<file path="src/rtl/rom_adder_arbiter_if.sv">
// Bus bundle between the requesters, the shared ROM adder and the response sink.
// The slave modport is the arbiter's view; master is the environment's view.
interface rom_adder_arbiter_if #(
    parameter int DATA_WIDTH = 8,
    parameter int NUM_REQ    = 4,
    parameter int ID_W       = $clog2(NUM_REQ)
);
    logic [NUM_REQ-1:0]            req_valid;
    logic [NUM_REQ-1:0]            req_ready;
    logic [NUM_REQ*DATA_WIDTH-1:0] req_a;
    logic [NUM_REQ*DATA_WIDTH-1:0] req_b;
    logic [DATA_WIDTH-1:0]         rom_a;
    logic [DATA_WIDTH-1:0]         rom_b;
    logic [DATA_WIDTH:0]           rom_sum;
    logic                          rsp_valid;
    logic [ID_W-1:0]               rsp_id;
    logic [DATA_WIDTH:0]           rsp_sum;

    modport slave (
        input  req_valid, req_a, req_b, rom_sum,
        output req_ready, rom_a, rom_b, rsp_valid, rsp_id, rsp_sum
    );

    modport master (
        output req_valid, req_a, req_b, rom_sum,
        input  req_ready, rom_a, rom_b, rsp_valid, rsp_id, rsp_sum
    );
endinterface

</file>
<file path="src/rtl/rom_adder_arbiter.sv">
// Round-robin front end sharing one registered ROM adder among NUM_REQ requesters;
// a tag pipeline matched to the adder latency returns each sum with its requester ID.
module rom_adder_arbiter #(
    parameter int DATA_WIDTH  = 8,
    parameter int NUM_REQ     = 4,
    parameter int ROM_LATENCY = 1,
    parameter int ID_W        = $clog2(NUM_REQ)
) (
    input  logic                 clk,
    input  logic                 rst_n,
    input  logic                 en,
    rom_adder_arbiter_if.slave   bus,
    output logic                 busy,
    output logic [15:0]          op_count
);

    logic [ID_W-1:0]                  ptr_q, ptr_d;
    logic [DATA_WIDTH-1:0]            rom_a_q, rom_a_d;
    logic [DATA_WIDTH-1:0]            rom_b_q, rom_b_d;
    logic [ROM_LATENCY:0]             tag_vld_q, tag_vld_d;
    logic [ROM_LATENCY:0][ID_W-1:0]   tag_id_q, tag_id_d;
    logic                             rsp_valid_q, rsp_valid_d;
    logic [ID_W-1:0]                  rsp_id_q, rsp_id_d;
    logic [DATA_WIDTH:0]              rsp_sum_q, rsp_sum_d;
    logic [15:0]                      op_count_q, op_count_d;

    logic                             gnt_found;
    logic [ID_W-1:0]                  gnt_id;
    logic [ID_W:0]                    cand_wide;
    logic [ID_W-1:0]                  cand;
    logic                             accept;

    // First valid requester at or after the pointer, wrapping modulo NUM_REQ.
    always_comb begin
        gnt_found = 1'b0;
        gnt_id    = '0;
        cand_wide = '0;
        cand      = '0;
        for (int k = 0; k < NUM_REQ; k++) begin
            cand_wide = {1'b0, ptr_q} + (ID_W+1)'(k);
            if (cand_wide >= (ID_W+1)'(NUM_REQ)) begin
                cand_wide = cand_wide - (ID_W+1)'(NUM_REQ);
            end
            cand = cand_wide[ID_W-1:0];
            if (!gnt_found && bus.req_valid[cand]) begin
                gnt_found = 1'b1;
                gnt_id    = cand;
            end
        end
        accept        = gnt_found && en && rst_n;
        bus.req_ready = accept ? ({{(NUM_REQ-1){1'b0}}, 1'b1} << gnt_id) : '0;
    end

    always_comb begin
        ptr_d   = ptr_q;
        rom_a_d = rom_a_q;
        rom_b_d = rom_b_q;
        if (accept) begin
            rom_a_d = bus.req_a[gnt_id*DATA_WIDTH +: DATA_WIDTH];
            rom_b_d = bus.req_b[gnt_id*DATA_WIDTH +: DATA_WIDTH];
            ptr_d   = (gnt_id == ID_W'(NUM_REQ-1)) ? '0 : gnt_id + 1'b1;
        end

        // Tags shift unconditionally: the adder has no stall.
        tag_vld_d = {tag_vld_q[ROM_LATENCY-1:0], accept};
        tag_id_d  = {tag_id_q[ROM_LATENCY-1:0], gnt_id};

        rsp_valid_d = tag_vld_q[ROM_LATENCY];
        rsp_id_d    = rsp_id_q;
        rsp_sum_d   = rsp_sum_q;
        op_count_d  = op_count_q;
        if (tag_vld_q[ROM_LATENCY]) begin
            rsp_id_d   = tag_id_q[ROM_LATENCY];
            rsp_sum_d  = bus.rom_sum;
            op_count_d = op_count_q + 16'd1;
        end
    end

    always_ff @(posedge clk or negedge rst_n) begin
        if (!rst_n) begin
            ptr_q       <= '0;
            rom_a_q     <= '0;
            rom_b_q     <= '0;
            tag_vld_q   <= '0;
            tag_id_q    <= '0;
            rsp_valid_q <= 1'b0;
            rsp_id_q    <= '0;
            rsp_sum_q   <= '0;
            op_count_q  <= '0;
        end else begin
            ptr_q       <= ptr_d;
            rom_a_q     <= rom_a_d;
            rom_b_q     <= rom_b_d;
            tag_vld_q   <= tag_vld_d;
            tag_id_q    <= tag_id_d;
            rsp_valid_q <= rsp_valid_d;
            rsp_id_q    <= rsp_id_d;
            rsp_sum_q   <= rsp_sum_d;
            op_count_q  <= op_count_d;
        end
    end

    assign bus.rom_a     = rom_a_q;
    assign bus.rom_b     = rom_b_q;
    assign bus.rsp_valid = rsp_valid_q;
    assign bus.rsp_id    = rsp_id_q;
    assign bus.rsp_sum   = rsp_sum_q;
    assign busy          = (|tag_vld_q) | rsp_valid_q;
    assign op_count      = op_count_q;

endmodule
</file>
<file path="src/flat_wrapper.sv">
// flat-port wrapper written by rule: the top's interface ports become plain ports
module rom_adder_arbiter_flat 
#(
    parameter int DATA_WIDTH  = 8,
    parameter int NUM_REQ     = 4,
    parameter int ROM_LATENCY = 1,
    parameter int ID_W        = $clog2(NUM_REQ)
)
  (clk, rst_n, en, busy, op_count, bus_req_valid, bus_req_a, bus_req_b, bus_rom_sum, bus_req_ready, bus_rom_a, bus_rom_b, bus_rsp_valid, bus_rsp_id, bus_rsp_sum);
  rom_adder_arbiter_if #(.DATA_WIDTH(DATA_WIDTH), .NUM_REQ(NUM_REQ), .ID_W(ID_W)) bus_i ();
  input  logic clk;
  input  logic rst_n;
  input  logic en;
  output logic busy;
  output logic [15:0] op_count;
  input wire logic [$bits(bus_i.req_valid)-1:0] bus_req_valid;
  input wire logic [$bits(bus_i.req_a)-1:0] bus_req_a;
  input wire logic [$bits(bus_i.req_b)-1:0] bus_req_b;
  input wire logic [$bits(bus_i.rom_sum)-1:0] bus_rom_sum;
  output wire logic [$bits(bus_i.req_ready)-1:0] bus_req_ready;
  output wire logic [$bits(bus_i.rom_a)-1:0] bus_rom_a;
  output wire logic [$bits(bus_i.rom_b)-1:0] bus_rom_b;
  output wire logic [$bits(bus_i.rsp_valid)-1:0] bus_rsp_valid;
  output wire logic [$bits(bus_i.rsp_id)-1:0] bus_rsp_id;
  output wire logic [$bits(bus_i.rsp_sum)-1:0] bus_rsp_sum;
  assign bus_i.req_valid = bus_req_valid;
  assign bus_i.req_a = bus_req_a;
  assign bus_i.req_b = bus_req_b;
  assign bus_i.rom_sum = bus_rom_sum;
  assign bus_req_ready = bus_i.req_ready;
  assign bus_rom_a = bus_i.rom_a;
  assign bus_rom_b = bus_i.rom_b;
  assign bus_rsp_valid = bus_i.rsp_valid;
  assign bus_rsp_id = bus_i.rsp_id;
  assign bus_rsp_sum = bus_i.rsp_sum;
  rom_adder_arbiter #(.DATA_WIDTH(DATA_WIDTH), .NUM_REQ(NUM_REQ), .ROM_LATENCY(ROM_LATENCY), .ID_W(ID_W)) u_core (.clk(clk), .rst_n(rst_n), .en(en), .bus(bus_i), .busy(busy), .op_count(op_count));
endmodule
</file>
<file path="config.mk">
export PLATFORM = sky130hd
export DESIGN_NAME = rom_adder_arbiter_flat
export DESIGN_NICKNAME = d
export VERILOG_FILES = /design/src/rtl/rom_adder_arbiter_if.sv /design/src/rtl/rom_adder_arbiter.sv /design/src/flat_wrapper.sv
export SDC_FILE = /design/constraint.sdc
export NUM_CORES = 1
export LEC_CHECK = 0
export CAP_MARGIN = 20
export CORE_ASPECT_RATIO = 0.5
export CORE_MARGIN = 2
export CORE_UTILIZATION = 44
export DETAILED_ROUTE_END_ITERATION = 6
export HOLD_SLACK_MARGIN = 0.15
export PLACE_DENSITY_LB_ADDON = 0.3
export REMOVE_ABC_BUFFERS = 1
export SYNTH_ARGS = -nofsm -noshare
export SYNTH_HDL_FRONTEND = slang
export SYNTH_SLANG_ARGS = --single-unit
</file>
<file path="constraint.sdc">
create_clock -name clk -period 4.6 [get_ports clk]
set_input_delay 0.46 -clock clk [delete_from_list [all_inputs] [get_ports clk]]
set_output_delay 0.46 -clock clk [all_outputs]
set_load 0.05 [all_outputs]
</file>
==> results of run 1 <==
[area by class of cell]
cell class | count | share of cell area
timing repair buffer | 131 | 0.3155
multi-input combinational | 154 | 0.2924
clock inverter | 2 | 0.009298
inverter | 20 | 0.01800
tap | 73 | 0.02190
sequential | 52 | 0.3119
clock buffer | 6 | 0.03089
[worst reg2reg max path, delay by kind of cell (launching register included)]
family	cells	cell delay (ps)
mux	1	430
buf+inv	2	670
simple gates	1	130
compound gates	3	790
flops	1	470
[power by group]
| group | switching [mW] | internal [mW] |
|---|---|---|
| clock | 0.165 | 0.259 |
| combinational | 0.636 | 0.433 |
| sequential | 0.0904 | 0.582 |
[cell usage after synthesis (2+ instances only)]
library cell	count
dfrtp_1	52
and2_1	2
buf_6	2
mux2_1	4
nand2_1	10
mux2_2	15
nand3_1	7
nor2_1	5
xnor2_1	12
buf_2	3
o211a_1	16
and3_1	2
inv_1	19
nand2b_1	17
xor2_1	3
mux2_4	10
o21ai_0	16
o211ai_1	16
nor3_1	2
nand4_1	3
ha_1	2
clkbuf_1	5
[cell families after synthesis]
logic type	synth area share
xor+xnor	0.04932
simple gates	0.1076
flops	0.4885
mux	0.1367
compound gates	0.1550
buf+inv	0.05354
fa+ha+maj	0.009393
[layout by cell type (no fill, tap or decap), drive strengths merged, types with 2 or more instances in the layout]
cell type and instances:
inv 21, nand3 7, nand2b 17, nor2 5, and3 2, and2 2
nand4 3, xnor2 12, o21ai 16, clkdlybuf4s50 124, xor2 3, nand2 10
ha 2, mux2 29, o211a 17, o211ai 16, nor3 2, dfrtp 52
clkbuf 6, buf 7
[worst max path at each step]
| stage | cells past startpoint | slack (ps) | startpoint | endpoint |
|---|---|---|---|---|
| detailed placement | 8 | 880 | bus_req_valid[0] | bus_req_ready[0] |
| CTS | 8 | 830 | bus_req_valid[0] | bus_req_ready[0] |
| global route | 7 | 860 | bus_req_valid[2] | bus_req_ready[2] |
| finish | 7 | 1000 | bus_req_valid[2] | bus_req_ready[2] |
| floorplan | 5 | 770 | bus_req_valid[1] | bus_req_ready[0] |
| global placement | 8 | 920 | bus_req_valid[0] | bus_req_ready[0] |
[stage by stage]
| stage | std cells | util |
|---|---|---|
| after detailed placement | 429 | 0.7063 |
| after CTS | 437 | 0.7360 |
| after global placement | 429 | 0.7063 |
| final | 438 | 0.7373 |
| after global routing | 438 | 0.7373 |
| after floorplan | 226 | - |
[layer usage]
layer | vias to the layer above | track usage | part of all wire
li1 | 1091 | - | -
met1 | 1120 | 0.2751 | 0.42
met2 | 82 | 0.3776 | 0.51
met3 | 14 | 0.05419 | 0.056
met4 | 0 | 0.07491 | 0.018
met5 | - | 0 | 0
[state kept, by name, indices dropped and copies added, names as in the netlist]
name,cells
u_core.bus.rom_b,8
u_core.bus.rsp_sum,9
u_core.tag_vld_q,2
u_core.op_count,16
u_core.bus.rsp_id,2
u_core.tag_id_q,2
u_core.tag_id_d,2
u_core.bus.rom_a,8
u_core.ptr_q,2
u_core.bus.rsp_valid,1
==> results list, run 1 <==
- The flow ran to the end, and the final reports show no timing, DRC or antenna violations.
- Total number of vias: 2307
- Number of primary I/O pins: between 100 and 150
- For the pin with the worst max-slew slack, the measured transition is ~900 ps.
- Post-Syn Area per Cell: 11.19 µm²
- RSZ-0062 raised after global routing: no
* Storage element area: roughly 1300 µm²
* TritonCTS clock tree: done
* Destination of the worst register-to-register timing path: u_core.bus.rom_a[0]
- For this run, the leading register cell type out of synthesis is dfrtp_1.
- Clock tree synthesis inserted a total of 5 buffers.
* Largest clock skew in the final design: 3.011 ps
- Largest net degree at the start of global routing: 53
- Counting flops with a built-in enable in the synthesized netlist gives 0.
- Largest cells by area after synthesis: dfrtp_1, mux2_2, o211a_1, mux2_4, o211ai_1
- Setup slack on the critical path of the routed design comes to 1004 ps.
- Asr flop ratio synth: 1.000
- After clock tree synthesis, the clock-pin slew on the worst setup and hold paths is roughly 70 ps.
- STA puts the critical path data required time at 4140 ps.
- Placement-stage worst setup slack: 882.2 ps
- Peak supply drop: approximately 0.26 mV
- The critical path contains buffers and inverters numbering 3 combined.
- The synthesized design spends more area on one cell type than any other, namely dfrtp_1.
* Setup bufs post-CTS: 0
- The number of antenna violations at the first check in global routing came to 0.
* Number of port buffers: 128
- For this run, the top clock speed supported by timing is 0.2781 GHz.
* Element type at the critical path start: primary input
* Number of global-route vias before repair: ~2400
- Minimum clock period after layout: ~3600 ps
* CTS sink cnt: 52
- The Yosys step of the flow raised 0 warnings.
* Leak pwr: roughly 1.8 nW
- CTS Hold Bufs: 0
- Power density over cell area: 519.1 nW/µm²
- The signal on the critical path passes through clkdlybuf4s50_1, or4_1, nand3_1, inv_2, nand2_1, nor2_1, buf_12.
* DR WL/cell: 15.83 µm
- Number of distinct library cell variants in the gate-level netlist after synthesis: 37
- Gates resized during post-CTS repair numbered 0.
- Critical path class: primary input to output port
* Register bit total from synthesis: 52
* Number of cells on the worst reg-to-reg path: 7
- The slowest stage of the critical path is the nand3_1 cell.
* Post-synth design cell area: 2664 µm²
- In the final layout, the multi-input gates occupy roughly 1200 µm².
- Worst-case hold slack: ~320 ps
* Total of fill cells in the finished design: 397
* Final setup vio count: 0
* Total wire length: slightly below 7000 µm
* HPWL after DPL: between 4000 and 5000 µm
- Core Area: 5658 µm²
- The first global-routing pass estimated 11450 µm of wire.
- Layout overhead on the synthesized area: 56.60%
* Site row count: 19
- Longest individual stage delay on the worst path: 620 ps
- Gr usage total: 0.2185
- Pwr Total: between 2 and 2.5 mW
- Initial drt markers: approximately 130
- Post-DRT Antenna Nets: 0
- From bottom edge to top edge, the die measures about 59 µm.
* Layout net count: 446
- Synthesis produced 238 cells.
- The number of antenna diodes in the final layout is 0.
- After global routing the overflow that remains totals 0.
- Of the post-synthesis cell area, the dominant cell type holds 0.4885.
* Total negative slack for setup checks: 0 ps
* Width of the die: 114.0 µm
- Sequential fraction of the synthesis area: 0.4885
- Worst min-delay path category: primary input to async pin
- In this run the cell area measured after placement is roughly 4000 µm².
- Number of iterations in the first detailed-routing pass: 7
- Final standard cell area without fillers: 4172 µm²
* Starting utilization of the core area: 0.4708
- Clock tree buffer depth: 2
- Internal reg-to-reg setup slack: approximately 2000 ps
- Avg Vias per Cell: 5.267
* Arrival time of data at the critical path endpoint: 3140 ps
- In this run the tightest slew margin relative to its limit is 0.4014.
- Clock latency of the later-clocked register in the worst-skew pair: roughly 290 ps
- Global placer's final weighted congestion: 0.7585
- The number of hold violations in the final report was 0.
- Broken down by cell family, the worst path's largest delay share belongs to simple AND/OR/NAND/NOR gates.
- The max-slew violation count came to 0.
* Die area: 6730 µm²
- Crit. End Element: output port
- Top fanout value on the critical path: 21
- Total DRC errors in the routed layout: 0
* Final cycle utilization of the critical path: 0.7817
- R2R Path Start: u_core.ptr_q[1]
- Clock root buffer: clkbuf_16
- The H-tree was split into 2 levels.
* Max-capacitance violation count: 0
- Layout cell share with drive strength beyond 1: 0.1123
Note: power is estimated with default switching activity, not from simulation.
==> run 2: changes to the inputs <==
--- a/config.mk
+++ b/config.mk
@@ -8,7 +8,7 @@
 export CAP_MARGIN = 20
 export CORE_ASPECT_RATIO = 0.5
 export CORE_MARGIN = 2
-export CORE_UTILIZATION = 44
+export CORE_UTILIZATION = 41
 export DETAILED_ROUTE_END_ITERATION = 6
 export HOLD_SLACK_MARGIN = 0.15
 export PLACE_DENSITY_LB_ADDON = 0.3
==> constraint.sdc (replaced) <==
create_clock -name clk -period 3.7 [get_ports clk]
set_input_delay 0.37 -clock clk [delete_from_list [all_inputs] [get_ports clk]]
set_output_delay 0.37 -clock clk [all_outputs]
set_load 0.05 [all_outputs]
==> run 2 against run 1 <==
Worst setup slack better by 110 ps. Register-to-register slack worse by 610 ps. Highest routed layer unchanged. Via count is 0.35% lower. Hold slack worse by 81 ps. Sequential power is 23% higher. Clock-buffer cell count stayed put. Final cell count is 4.1% higher. Combinational power is 23% higher. Non-clock buffer count is 3 higher.
==> results list, run 2 (synthesis gave the netlist of run 1 again) <==
* Result of the run: completed (unchanged)
* Worst path top cell family by delay: buffers and inverters (was simple AND/OR/NAND/NOR gates)
- Clock root buffer: clkbuf_16 (unchanged)
* Global placer's final weighted congestion: 0.7796 (was 0.7585)
- Peak supply drop: 0.2695 mV (was 0.2642 mV)
- Die area: 7197 µm² (was 6730 µm²)
- Critical Path Slowest Stage Cell: clkdlybuf4s50_1 (was nand3_1)
* Wire length of the first global-routing pass: 10930 µm (was 11450 µm)
- The layout overhead on the synthesized area came to 57.21% (was 56.60%).
- H-tree levels: 2 (unchanged)
- Pwr Total: 2.613 mW (was 2.166 mW)
- Avg Vias per Cell: 5.042 (was 5.267)
* Number of antenna violations at the first check in global routing: 0 (unchanged)
* Layout cell share with drive strength beyond 1: 0.1223 (was 0.1123)
* Final cycle utilization of the critical path: 0.7000
- The type of the worst setup path was primary input to output port (unchanged).
- Worst-Margin Slew: 657.4 ps (was 895.4 ps)
- The HPWL reported at the end of detailed placement is 5006 µm (was 4925 µm).
- Relative slew margins: 0.5617 (was 0.4014)
- The area of the core region was 6181 µm² (was 5658 µm²).
- CTS Hold Bufs: 0 (unchanged)
- Minimum clock period after layout: 2590 ps
- The number of endpoints failing setup at the final stage came to 0 (unchanged).
- Number of primary I/O pins: 129 (unchanged)
* Largest net degree at the start of global routing: 53 (unchanged)
* Gr usage total: 0.1942 (was 0.2185)
- The total leakage power came to 1.810 nW (was 1.809 nW).
* Final hold violation count: 0 (unchanged)
- R2R Path Start: u_core.ptr_q[0] (was u_core.ptr_q[1])
- The via count of the first global-routing pass came to 2332 (was 2384).
- Global-route congestion overflow total: 0 (unchanged)
- Site row count: 20 (was 19)
* Buffers and inverters on the worst path: 4 (was 3)
- The critical path startpoint category was a primary input (unchanged).
- Top fanout value on the critical path: 17 (was 21)
- Number of buffers created by CTS: 5 (unchanged)
* Total negative slack for setup checks: 0 ps (unchanged)
* Post-CTS sizing: 0 (unchanged)
- Clock latency of the later-clocked register in the worst-skew pair: 290 ps (about the same)
- The post-layout net count is 449 (was 446).
- Worst min-delay path category: primary input to async pin (unchanged)
- Most used cells in the layout excluding fill and tap cells: clkdlybuf4s50_1, dfrtp_1, inv_1 (unchanged).
* Setup bufs post-CTS: 0 (unchanged)
- The total wire length after detailed routing is 6882 µm (was 6934 µm).
- Total number of vias: 2299 (was 2307)
* Arrival time of data at the critical path endpoint: 2220 ps (was 3140 ps)
* Number of inserted diodes: 0 (unchanged)
- Most frequent standard cell in the layout excluding fill and tap cells: clkdlybuf4s50_1 (unchanged)
- Power density over cell area: 623.9 nW/µm² (was 519.1 nW/µm²)
- Max-capacitance violation count: 0 (unchanged)
- For this run, the top clock speed supported by timing is 0.3861 GHz.
- Post-DRT Antenna Nets: 0 (unchanged)
- TritonCTS clock tree: done (unchanged)
* Number of port buffers: 128 (unchanged)
- CP Data Required Time: 3330 ps (was 4140 ps)
- Starting utilization of the core area: 0.4310 (was 0.4708)
* Total DRC errors in the routed layout: 0 (unchanged)
* DR WL/cell: 15.09 µm (was 15.83 µm)
* Max FFs per register: 16 (unchanged)
- The clock-pin slew of the registers on the worst-case setup and hold paths was 70 ps (about the same).
* Number of iterations in the first detailed-routing pass: 4 (was 7)
* Clock tree buffer depth: 2 (unchanged)
- The max-slew violation count was 0 (unchanged).
- The floorplan die width came to 118.0 µm (was 114.0 µm).
- RSZ-0062 raised after global routing: no (unchanged)
- Initial drt markers: 95 (was 126)
- The largest clock skew in the final design was 2.688 ps (was 3.011 ps).
- The type of element capturing the critical path was an output port (unchanged).
- The beginning of the critical path is bus_req_valid[0] (was bus_req_valid[2]).
- Cell-by-cell listing of the critical path: clkdlybuf4s50_1, nand2b_1, o22ai_1, buf_4, or2_1, inv_1, nor3_1, buf_12 (was clkdlybuf4s50_1, or4_1, nand3_1, inv_2, nand2_1, nor2_1, buf_12).
- Longest individual stage delay on the worst path: 520 ps (was 620 ps)
- CTS sink cnt: 52 (unchanged)
- Floorplan die height: 61.00 µm (was 59.02 µm)
## run 2: stage by stage
step,setup WS [ps],instances,util,area [µm²],hold WS [ps]
after global placement,1092,448,0.6540,4043,331.8
after CTS,1136,456,0.6775,4188,254.7
after global routing,1026,456,0.6775,4188,281.7
after floorplan,3.253,226,-,2596,74.41
after detailed placement,995.0,448,0.6540,4043,338.9
final,1110,456,0.6775,4188,234.6
## run 2: worst register-to-register path: cells and delay by family, from the launching register on
kind / cells / cell delay [ps]
AND/OR/NAND/NOR: 2 / 400
multiplexers: 1 / 390
buffers and inverters: 2 / 640
flip-flops: 1 / 410
AO/OA/AOI/OAI: 2 / 370
## run 2: metal layers
| layer | GRT usage | vias to the layer above | wire length (µm) |
|---|---|---|---|
| li1 | - | 1098 | - |
| met1 | 0.2151 | 1111 | 2733 |
| met3 | 0.05169 | 11 | 417 |
| met4 | 0.07573 | 0 | 123 |
| met5 | 0 | - | 0 |
| met2 | 0.3738 | 79 | 3607 |
## run 2: layout make-up
cell class,count,area (µm²)
fillers,478,1993
repair buffers,134,1336
flip-flops and latches,52,1301
clock buffers,6,128.9
multi-input cells,154,1220
clock inverters,2,16.27
well taps,88,110.1
inverters,20,75.07
## run 2: power by group
part / internal [mW] / leakage (nW) / switching [mW]
registers: 0.724 / 0.631 / 0.107
logic: 0.540 / 1.11 / 0.783
clock network: 0.252 / 0.0671 / 0.206
total: 1.52 / 1.81 / 1.10
## run 2: path summary, 6_finish.rpt
check,endpoint,slack (ps),depth (start not counted)
worst max-delay path,bus_req_ready[0],1110,8
worst min-delay path,u_core.bus.rom_a[5],230,2
worst max register to register,u_core.bus.rom_a[4],1390,7
worst min register to register,u_core.tag_id_q[2],350,0
max in group asynchronous,u_core.bus.rsp_sum[5],3020,2
min in group clk,u_core.tag_id_q[2],350,0
==> run 3: changes to the inputs <==
==> constraint.sdc (replaced) <==
create_clock -name clk -period 2.55 [get_ports clk]
set_input_delay 0.255 -clock clk [delete_from_list [all_inputs] [get_ports clk]]
set_output_delay 0.255 -clock clk [all_outputs]
set_load 0.05 [all_outputs]
==> run 3 against run 2 <==
Clock-buffer cell count stayed put. Final area increased by 1.7%. Non-clock buffer count increased by 6. Combinational power up 48%. Register-to-register slack got worse by 920 ps. Worst setup slack worse by 840 ps. Clock power up 66%. Clock skew grew 1.5 ps. Sequential share of layout area decreased by 0.51 points. Largest cell class unchanged.
==> results list, run 3 (synthesis gave the netlist of run 1 again) <==
- The detailed-router iteration count before antenna repair was 4 (unchanged).
- Switching Fraction: 0.4076 (was 0.4194)
- The depth of the worst register-to-register path is 6 (was 7).
- Number of primary I/O pins: 129 (unchanged)
- Crit. End Element: output port (unchanged)
* DR WL/cell: 15.09 µm (about the same)
- The floorplan die width was 118.0 µm (unchanged).
* Net switching power figure: 1.598 mW (was 1.096 mW)
- Layout cell share with drive strength beyond 1: 0.1337 (was 0.1223)
* Peak supply drop: 0.4924 mV (was 0.2695 mV)
* Number of buffers created by CTS: 5 (unchanged)
- The number of antenna violations at the first check in global routing is 0 (unchanged).
- The die outline area is 7197 µm² (unchanged).
* Global placer's final weighted congestion: 0.8113 (was 0.7796)
* CTS clock-pin slew for the worst setup and hold paths: 60 ps (was 70 ps)
- The all-layer global routing usage is 0.2015 (was 0.1942).
- The register-to-register setup slack was 470 ps (was 1390 ps).
- Power density over cell area: 920.5 nW/µm² (was 623.9 nW/µm²)
- R2R Path Start: u_core.ptr_q[0] (unchanged)
- Post-DRT Antenna Nets: 0 (unchanged)
- The power share of the sequential group came to 0.309 (was 0.318).
- The clock latency of the later-clocked register in the worst-skew pair came to 290 ps (about the same).
- Global-route congestion overflow total: 0 (unchanged)
* Final setup vio count: 0 (unchanged)
- The arrival time of the worst setup path came to 2020 ps (was 2220 ps).
- Achievable Freq: 0.4395 GHz
- Floorplan die height: 61.00 µm (unchanged)
- The max-slew violation count is 0 (unchanged).
- The initial DRC count was 123 (was 95).
- The vias per cell was 4.989 (was 5.042).
- The initial standard-cell utilization of the core came to 0.4310 (unchanged).
- The internal cell power came to 2.322 mW (was 1.517 mW).
- Worst-case hold slack: 353.0 ps (was 234.6 ps)
* Worst-Margin Slew: 650.0 ps (was 657.4 ps)
- Pwr Total: 3.919 mW (was 2.613 mW)
- RSZ-0062 raised after global routing: no (unchanged).
- Total negative slack for setup checks: 0 ps (unchanged)
* Site row count: 20 (unchanged)
- CP Data Required Time: 2300 ps (was 3330 ps)
- The total leakage power came to 1.854 nW (was 1.810 nW).
- The count of input and output buffers was 128 (unchanged).
- The critical path startpoint category was a flip-flop (was primary input).
* Top fanout value on the critical path: 7 (was 17)
- The number of hold buffers added after cts is 1 (was 0).
* TritonCTS clock tree: done (unchanged)
- The first-pass GRT wire length came to 11450 µm (was 10930 µm).
- The library cell used as clock root buffer was clkbuf_16 (unchanged).
- Largest net degree at the start of global routing: 53 (unchanged)
- Total number of vias: 2305 (was 2299)
* Max FFs per register: 16 (unchanged)
* Total wire length: 6970 µm (was 6882 µm)
- Setup bufs post-CTS: 0 (unchanged)
- Layout net count: 455 (was 449)
- The number of H-tree branching levels is 2 (unchanged).
* Part of the power in the clock network: 0.194 (was 0.176)
- Max-capacitance violation count: 0 (unchanged)
- Dividing the final minimum period by the clock period gives 0.8922.
- The endpoint of the worst register-to-register path was u_core.bus.rom_a[3] (was u_core.bus.rom_a[4]).
- The count of clock tree sinks is 52 (unchanged).
- Total DRC errors in the routed layout: 0 (unchanged)
- The combinational power share was 0.497 (was 0.507).
- Most frequent standard cell in the layout excluding fill and tap cells: clkdlybuf4s50_1 (unchanged)
- The via count of the first global-routing pass came to 2467 (was 2332).
- The count of instances resized after the clock tree is built came to 0 (unchanged).
- Result of the run: completed (unchanged)
* Worst min-delay path category: flip-flop to flip-flop (was primary input to async pin)
- The area of the core region was 6181 µm² (unchanged).
* Number of inserted diodes: 0 (unchanged)
* Minimum clock period after layout: 2275 ps
- The largest clock skew in the final design is 4.201 ps (was 2.688 ps).
- HPWL after DPL: 5125 µm (was 5006 µm)
- The beginning of the critical path was u_core.ptr_q[0] (was bus_req_valid[0]).
- Most used cells in the layout excluding fill and tap cells: clkdlybuf4s50_1, dfrtp_1, inv_1 (unchanged)
- The number of hold violations in the final report came to 0 (unchanged).
- The final standard cell utilization of the core came to 0.6889 (was 0.6775).
- Layout overhead on the synthesized area: 59.84% (was 57.21%)
* Clock tree buffer depth: 2 (unchanged)
* CP endpoint: bus_req_ready[0] (unchanged)
- The worst slew slack as a fraction of its limit was 0.5667 (was 0.5617).
- The type of the worst setup path was flip-flop to output port (was primary input to output port).
run 3: worst min-delay path by stage:
stage                             from             endpoint  slack, ps  depth (start not counted)
global route        u_core.tag_id_d[3]   u_core.tag_id_q[3]        370                          0
global placement    u_core.tag_id_d[2]   u_core.tag_id_q[2]        330                          0
detailed placement  u_core.tag_id_d[2]   u_core.tag_id_q[2]        340                          0
CTS                 u_core.tag_id_d[3]   u_core.tag_id_q[3]        360                          0
finish              u_core.tag_id_d[2]   u_core.tag_id_q[2]        350                          0
floorplan                        rst_n  u_core.bus.rom_a[0]        -40                          0
run 3: critical path: stages, from the launching register on:
cell	delay [ps]
dfrtp_1	430
nand2b_1	190
o22ai_1	190
or2_1	270
inv_1	130
nor3_1	340
buf_12	190
run 3: layout make-up:
type	instances	area [µm²]
flip-flops and latches	52	1301
repair buffers	140	1384
fillers	474	1923
clock inverters	2	38.79
multi-input cells	154	1220
well taps	88	110.1
clock buffers	6	128.9
inverters	20	75.07
run 3: routing by layer:
metal | GRT usage | wire length [µm]
met3 | 0.05263 | 424
met4 | 0.08262 | 95
met2 | 0.3704 | 3539
met1 | 0.2347 | 2911
met5 | 0 | 0
run 3: power groups by stage:
stage	registers (mW)	logic (mW)	clock network [mW]
2_1_floorplan	1.86	0.574	0
3_3_place_gp	1.21	1.92	0
3_5_place_dp	1.22	1.95	0
4_1_cts	1.21	1.96	0.780
5_1_grt	1.24	2.05	0.816
6_report	1.21	1.95	0.760
run 3: metrics by stage:
| step | worst slack (ps) | instances | instance area (µm²) |
|---|---|---|---|
| 2_1_floorplan | -1032 | 226 | 2596 |
| 3_3_place_gp | 317.5 | 453 | 4080 |
| 3_5_place_dp | 225.9 | 453 | 4080 |
| 4_1_cts | 288.2 | 462 | 4258 |
| 5_1_grt | 130.2 | 462 | 4258 |
| 6_report | 274.8 | 462 | 4258 |
